### src/rtl/rcc_pkg.sv
// Shared RCC definitions: reset-controller state encoding and reset-cause flag layout.
// Latency: n/a (types and constants only).
// Backpressure: n/a.
package rcc_pkg;

  typedef enum logic [1:0] {
    RST_RUN    = 2'd0,
    RST_ASSERT = 2'd1,
    RST_HOLD   = 2'd2,
    RST_SETTLE = 2'd3
  } rcc_rst_state_e;

  localparam int RST_FLAG_W    = 6;
  localparam int RST_FLAG_POR  = 0;
  localparam int RST_FLAG_PIN  = 1;
  localparam int RST_FLAG_SW   = 2;
  localparam int RST_FLAG_IWDG = 3;
  localparam int RST_FLAG_WWDG = 4;
  localparam int RST_FLAG_LPWR = 5;

  // Larger of two cycle counts; sizes the shared ASSERT/SETTLE counter.
  function automatic int rcc_max(input int a, input int b);
    return (a > b) ? a : b;
  endfunction

endpackage

### src/rtl/rcc_rst_ctrl.sv
// System reset controller: merges reset requests into a min-width sys_rst_n pulse plus settle window.
// Latency: request sampled at edge N drives sys_rst_n low and rst_busy high right after edge N.
// Backpressure: none; requests arriving mid-sequence only set flags or restart from SETTLE.
module rcc_rst_ctrl
  import rcc_pkg::*;
#(
  parameter int PULSE_CYC  = 32,
  parameter int SETTLE_CYC = 8,
  parameter int CNT_W      = $clog2(rcc_max(PULSE_CYC, SETTLE_CYC) + 1)
) (
  input  logic                  sys_clk,
  input  logic                  sys_rst,
  input  logic                  pin_rst_req,
  input  logic                  sw_rst_req,
  input  logic                  iwdg_rst_req,
  input  logic                  wwdg_rst_req,
  input  logic                  lpwr_rst_req,
  input  logic                  rmvf,
  output logic                  sys_rst_n,
  output logic                  rst_busy,
  output logic [RST_FLAG_W-1:0] rst_flags
);

  localparam logic [CNT_W-1:0] PULSE_LAST  = CNT_W'(PULSE_CYC - 1);
  localparam logic [CNT_W-1:0] SETTLE_LAST = CNT_W'(SETTLE_CYC - 1);

  rcc_rst_state_e        state_q;
  logic [CNT_W-1:0]      cnt_q;
  logic                  sys_rst_n_q;
  logic                  rst_busy_q;
  logic [RST_FLAG_W-1:0] flags_q;
  logic [RST_FLAG_W-1:0] flags_d;
  logic                  req_any;

  assign req_any = pin_rst_req | sw_rst_req | iwdg_rst_req | wwdg_rst_req | lpwr_rst_req;

  // Reset sequencer; outputs are registered from the state being entered so they track it with no lag.
  always_ff @(posedge sys_clk) begin
    if (sys_rst) begin
      state_q     <= RST_ASSERT;
      cnt_q       <= '0;
      sys_rst_n_q <= 1'b0;
      rst_busy_q  <= 1'b1;
    end else begin
      case (state_q)
        RST_RUN: begin
          if (req_any) begin
            state_q     <= RST_ASSERT;
            cnt_q       <= '0;
            sys_rst_n_q <= 1'b0;
            rst_busy_q  <= 1'b1;
          end
        end
        RST_ASSERT: begin
          // Pulse requests here only land in the flags; the pulse width is fixed once started.
          if (cnt_q == PULSE_LAST) begin
            cnt_q <= '0;
            if (pin_rst_req) begin
              state_q <= RST_HOLD;
            end else begin
              state_q     <= RST_SETTLE;
              sys_rst_n_q <= 1'b1;
            end
          end else begin
            cnt_q <= cnt_q + 1'b1;
          end
        end
        RST_HOLD: begin
          if (!pin_rst_req) begin
            state_q     <= RST_SETTLE;
            cnt_q       <= '0;
            sys_rst_n_q <= 1'b1;
          end
        end
        RST_SETTLE: begin
          if (req_any) begin
            state_q     <= RST_ASSERT;
            cnt_q       <= '0;
            sys_rst_n_q <= 1'b0;
          end else if (cnt_q == SETTLE_LAST) begin
            state_q    <= RST_RUN;
            cnt_q      <= '0;
            rst_busy_q <= 1'b0;
          end else begin
            cnt_q <= cnt_q + 1'b1;
          end
        end
        default: begin
          state_q     <= RST_ASSERT;
          cnt_q       <= '0;
          sys_rst_n_q <= 1'b0;
          rst_busy_q  <= 1'b1;
        end
      endcase
    end
  end

  // Sticky cause flags: clear first, then OR in this cycle's requests so a set beats a clear.
  always_comb begin
    flags_d = flags_q;
    if (rmvf) begin
      flags_d = '0;
    end
    flags_d[RST_FLAG_PIN]  = flags_d[RST_FLAG_PIN]  | pin_rst_req;
    flags_d[RST_FLAG_SW]   = flags_d[RST_FLAG_SW]   | sw_rst_req;
    flags_d[RST_FLAG_IWDG] = flags_d[RST_FLAG_IWDG] | iwdg_rst_req;
    flags_d[RST_FLAG_WWDG] = flags_d[RST_FLAG_WWDG] | wwdg_rst_req;
    flags_d[RST_FLAG_LPWR] = flags_d[RST_FLAG_LPWR] | lpwr_rst_req;
  end

  // Flag register; power-on reset leaves only the por cause recorded.
  always_ff @(posedge sys_clk) begin
    if (sys_rst) begin
      flags_q               <= '0;
      flags_q[RST_FLAG_POR] <= 1'b1;
    end else begin
      flags_q <= flags_d;
    end
  end

  assign sys_rst_n = sys_rst_n_q;
  assign rst_busy  = rst_busy_q;
  assign rst_flags = flags_q;

endmodule

### config.mk
export PLATFORM = sky130hd
export DESIGN_NAME = rcc_rst_ctrl
export DESIGN_NICKNAME = d
export VERILOG_FILES = /design/src/rtl/rcc_pkg.sv /design/src/rtl/rcc_rst_ctrl.sv
export SDC_FILE = /design/constraint.sdc
export NUM_CORES = 1
export LEC_CHECK = 0
export ABC_CLOCK_PERIOD_IN_PS = 2800
export BUFFER_PORTS_ARGS = -buffer_cell sky130_fd_sc_hd__buf_2
export CORE_UTILIZATION = 55
export DETAILED_ROUTE_END_ITERATION = 10
export GPL_TIMING_DRIVEN = 0
export HOLD_SLACK_MARGIN = 0.03
export PLACE_DENSITY = 0.8
export RECOVER_POWER = 25
export SYNTH_ARGS = -nofsm -noshare
export SYNTH_HDL_FRONTEND = slang
export SYNTH_SLANG_ARGS = --single-unit
### constraint.sdc
create_clock -name sys_clk -period 2.8 [get_ports sys_clk]
set_clock_uncertainty 0.05 [all_clocks]
set_input_delay 0.42 -clock sys_clk [delete_from_list [all_inputs] [get_ports sys_clk]]
set_output_delay 0.42 -clock sys_clk [all_outputs]
set_load 0.01 [all_outputs]
## After elaboration in Yosys (flattened, before gate mapping)

Cells that the tools add are included.

- Input bits: 8
- Register bits after elaboration: 16
- Logic and storage cells: 57
- Output and inout bits: 8

- Eq/ne operators: 12
- Bitwise operators: 9
- Reduce and logical (&&, ||, !) cells: 7
- Muxes and demuxes: 22
- Add/sub/neg operators: 1

Operators with widths:

| cell | number |
|---|---|
| $mux W6 | 6 |
| $pmux W6 S4 | 1 |
| $mux W2 | 5 |
| $ne A2 B2 Y1 const B | 5 |
| $or A1 B1 Y1 | 9 |
| $pmux W2 S4 | 1 |
| $reduce_and A4 Y1 | 2 |
| $mux W1 | 7 |
| $add A6 B1 Y6 const B | 1 |
| $eq A6 B3 Y1 const B | 1 |
| $eq A6 B5 Y1 const B | 1 |
| $eq A2 B2 Y1 const B | 2 |
| $reduce_and A2 Y1 | 2 |
| $ne A3 B3 Y1 const B | 1 |
| $pmux W1 S3 | 1 |
| $eq A2 B1 Y1 const B | 1 |
| $logic_not A2 Y1 | 1 |
| $ne A2 B1 Y1 const B | 1 |
| $pmux W1 S2 | 1 |
| $reduce_bool A2 Y1 | 1 |
| $reduce_or A2 Y1 | 1 |

## Depth between registers and ports, before layout

- Word-level depth: 6
- Depth in mapped cells: 6
- Depth with buffers taken out: 6

## Worst setup path after synthesis

No wires, ideal clock.

- Kind: reg2reg
- From: reg state_q[0]
- To: reg cnt_q[5]
- Path buffers: 0
- Cell stages (with the launch flop): 6
- Library setup time: 0.086 ns
- Slack: 1.074 ns
- Required time: 2.664 ns
- Period minus slack after synthesis: 1.726 ns
- Arrival: 1.590 ns
- Cells stage by stage: dfxtp_1 > inv_1 > ha_1 > a32o_1 > or4_1 > a211oi_1

- Word-level cells in the longest chain between the ends: 3
- Elaborated cells between the ends (all ways): 8
- Classes of those cells: 5 x eq/ne; 1 x mux; 2 x reduce/logical

Ends and longest elaborated chain:

| what | RTL line | text |
|---|---|---|
| from (decl) | rcc_rst_ctrl.sv:27 | `rcc_rst_state_e state_q;` |
| from (signal assigned) | rcc_rst_ctrl.sv:40 | `state_q <= RST_ASSERT;` |
| from (signal assigned) | rcc_rst_ctrl.sv:48 | `state_q <= RST_ASSERT;` |
| from (signal assigned) | rcc_rst_ctrl.sv:59 | `state_q <= RST_HOLD;` |
| $eq A2 B2 Y1 or $logic_not A2 Y1 (tied branches) | rcc_rst_ctrl.sv:45 | `case (state_q)` |
| $ne A2 B2 Y1 (no source line) | n/a |  |
| $reduce_and A2 Y1 (no source line) | n/a |  |
| to (signal assigned) | rcc_rst_ctrl.sv:65 | `cnt_q <= cnt_q + 1'b1;` |
| to (signal assigned) | rcc_rst_ctrl.sv:85 | `cnt_q <= cnt_q + 1'b1;` |
| to (decl) | rcc_rst_ctrl.sv:28 | `logic [CNT_W-1:0] cnt_q;` |

Parallel ways exist; a longest one is shown, timed or not.
A chain may end at the register's enable or synchronous reset.

## Final worst setup path

Ends and elaborated chain as after synthesis.

==> metrics.yaml <==
synth_area_leader_cell: "dfxtp_1"
area_growth_syn_to_layout_pct: 15.9
ys_dominant_reg_cell: "dfxtp_1"
ctsResizeCount: 0
synth_seq_area_share_pct: 40.3
initial_utilization_pct: 60.4
cts.clk_slew.worst_paths_ns: 0.10
detail_route.wl_per_cell_um: 13.5
floorplan.die.height_um: 40.0
yosysWarnings: 0
critPathMaxFanout: 7
worstPathArrival_ns: 2.12
vias: 752
result_of_the_run: "finished, final reports clean"
clk_lat_worst_skew_ns: 0.29
drv_slew: 0
number_of_buffers_on_the_longest_clock_path: 2
netlist_area_sq_um: 796
max_freq_ghz: 0.508
root_buffer: "clkbuf_4"
total_track_usage_pct: 23.1
timing.critical_path.to_type: "register"
most_used_cells_in_the_layout_excluding_fill_and_tap_cells: "16 x dfxtp_1, 12 x buf_2, 8 x a21oi_1, 8 x nor2_1, 7 x inv_1"
tritoncts_clock_tree: "yes"
rsz0062_at_grt: "false"
post_cts_hold_buffer_count: 0
post_cts_setup_buffers: 0
synthTopCellsByArea: "dfxtp_1 40%, ha_1 7.9%, a21oi_1 5.0%, mux2i_1 3.8%, nor2_1 3.8%"
antenna_violations_before_repair: 0
worstSetupPathType: "register to register"
cts_buf_count: 3
final.period_utilization_pct: 70.3
synth_edf_count: 0
setup-violations-final: 0
critical_path.max_stage_delay_ns: 0.50
syn_area_per_cell_sq_um: 8.84
globalRoute.totalOverflow: 0
clock_sinks: 16
timing.max_cap.violations: 0
vias_in_the_first_global_route: 612
timing.max_slew.rel_slack_pct: 63.9
timing.setup.tns_ns: 0
fillCellCount: 108
synth_top_area_share_pct: 40.3
postSynthNetCount: 103
worst-path-buf-inv: 1
fraction_of_layout_cells_with_a_size_suffix_above_1_pct: 16.5
post-dp-hpwl_um: 1230
mostFrequentLayoutCell: "dfxtp_1"
place_congestion: 0.820
synth_cell_types: 34
crit_chain: "inv_1 -> ha_1 -> a32o_1 -> or4_1 -> a211oi_1"
fp.dieW_um: 40.0
port_buffers: 15
detail_route.iter0.violations: 20
syn_inst: 90
timing_hold_violations_final: 0
die_area_sq_um: 1600
critical_path.slowest_cell: "or4_1"
rows: 13
drt_pre_antenna_iters: 4
finish.net_count: 123
postSynth.asyncResetShare_pct: 0
p_per_area_nw_per_um2: 764
drcViolationCount: 0
ir_drop_worst_case_vdd_mv: 0.421
grt_first_pass_wirelength_um: 2400
antenna_cells_inserted: 0
synth_seq_cells: 16
placeableCoreArea_sq_um: 1320
ios: 16
critPathLaunchType: "register"
detail-route-antenna-nets: 0
viasPerCell: 6.06
h-tree-depth: 1
maximum_number_of_pins_on_one_net_before_global_route_repair: 11
cpLargestDelayFamily: "compound AO/OA/AOI/OAI gates"
least_margin_pin_slew_ns: 0.541
totalPowerFinal_w: 0.000704
hold_class: "primary input to register"
leakage_nw: 0.398
wl_um: 1680
finalCriticalPeriod_ns: 1.97
data_required_critical_path_ns: 2.95
## routing by layer
| layer | track usage (%) | part of all wire (%) |
|---|---|---|
| met1 | 24.3 | 42 |
| met2 | 39.9 | 50 |
| met3 | 5.00 | 6.4 |
| met4 | 17.2 | 2.0 |
| met5 | 0 | 0 |
## registers in the layout, summed over array words and instances (netlist names)
name,cells
cnt_q,6
rst_flags,6
state_q,2
rst_busy,1
sys_rst_n,1
## path summary, 6_finish.rpt
kind	endpoint	depth (start not counted)	slack, ns	start
setup / recovery	cnt_q[5]	5	0.83	state_q[0]
hold / removal	rst_flags[3]	3	0.30	iwdg_rst_req
setup reg to reg	cnt_q[5]	5	0.83	state_q[0]
hold reg to reg	rst_flags[0]	1	0.41	rst_flags[0]
## cell type report
| cell class | count | area, sq um | area share, % |
|---|---|---|---|
| buffer | 2 | 7.51 | 0.814 |
| timing repair buffer | 15 | 71.3 | 7.73 |
| sequential | 16 | 320 | 34.7 |
| tap | 15 | 18.8 | 2.04 |
| clock buffer | 4 | 36.3 | 3.93 |
| inverter | 7 | 26.3 | 2.85 |
| multi-input combinational | 65 | 442 | 47.9 |
## metrics by stage
stage | utilization (%) | instance area, sq um | std cells | setup WS, ns | hold slack (ns)
detailed placement | 67.5 | 890 | 120 | 0.769 | 0.390
floorplan | - | 796 | 90 | 1.07 | 0.405
global placement | 67.5 | 890 | 120 | 0.847 | 0.378
CTS | 70.3 | 926 | 124 | 0.831 | 0.306
global route | 70.0 | 922 | 124 | 0.706 | 0.304
finish | 70.0 | 922 | 124 | 0.832 | 0.302
## logic make-up (layout without fill, tap and decap cells)
logic type                 after synthesis  count (layout)  synth area share (%)
adders and majority gates                5               5                  7.86
AOI/OAI and AO/OA                       26              26                  22.5
muxes                                    3               3                  3.77
buffers and inverters                    9              28                  4.24
DFF                                     16              16                  40.3
xor gates and xnor gates                 1               1                  1.10
and+or+nand+nor                         30              30                  20.3
## power by group
part / total, W / switching (W) / internal, W
logic: 0.000255 / 0.000142 / 0.000113
registers: 0.000297 / 0.0000316 / 0.000266
clock network: 0.000152 / 0.0000724 / 0.0000793
## worst reg2reg max path, delay by kind of cell, from the launching register on
family | cells | cell delay (ns)
buf+inv | 1 | 0.08
flops | 1 | 0.39
simple gates | 1 | 0.50
compound gates | 2 | 0.59
fa+ha+maj | 1 | 0.29
## cells in the mapped netlist, types with 2 or more instances
library cell  number
nand2_1            3
a21oi_1            8
nor3_1             3
nand2b_1           2
mux2i_1            3
nor2_1             8
o31ai_1            2
ha_1               5
dfxtp_1           16
a211oi_1           2
o22ai_1            2
or4_1              2
nand3_1            3
nor2b_1            2
o21ai_0            3
a32o_1             2
inv_1              7
Note: power is estimated with default switching activity, not from simulation.
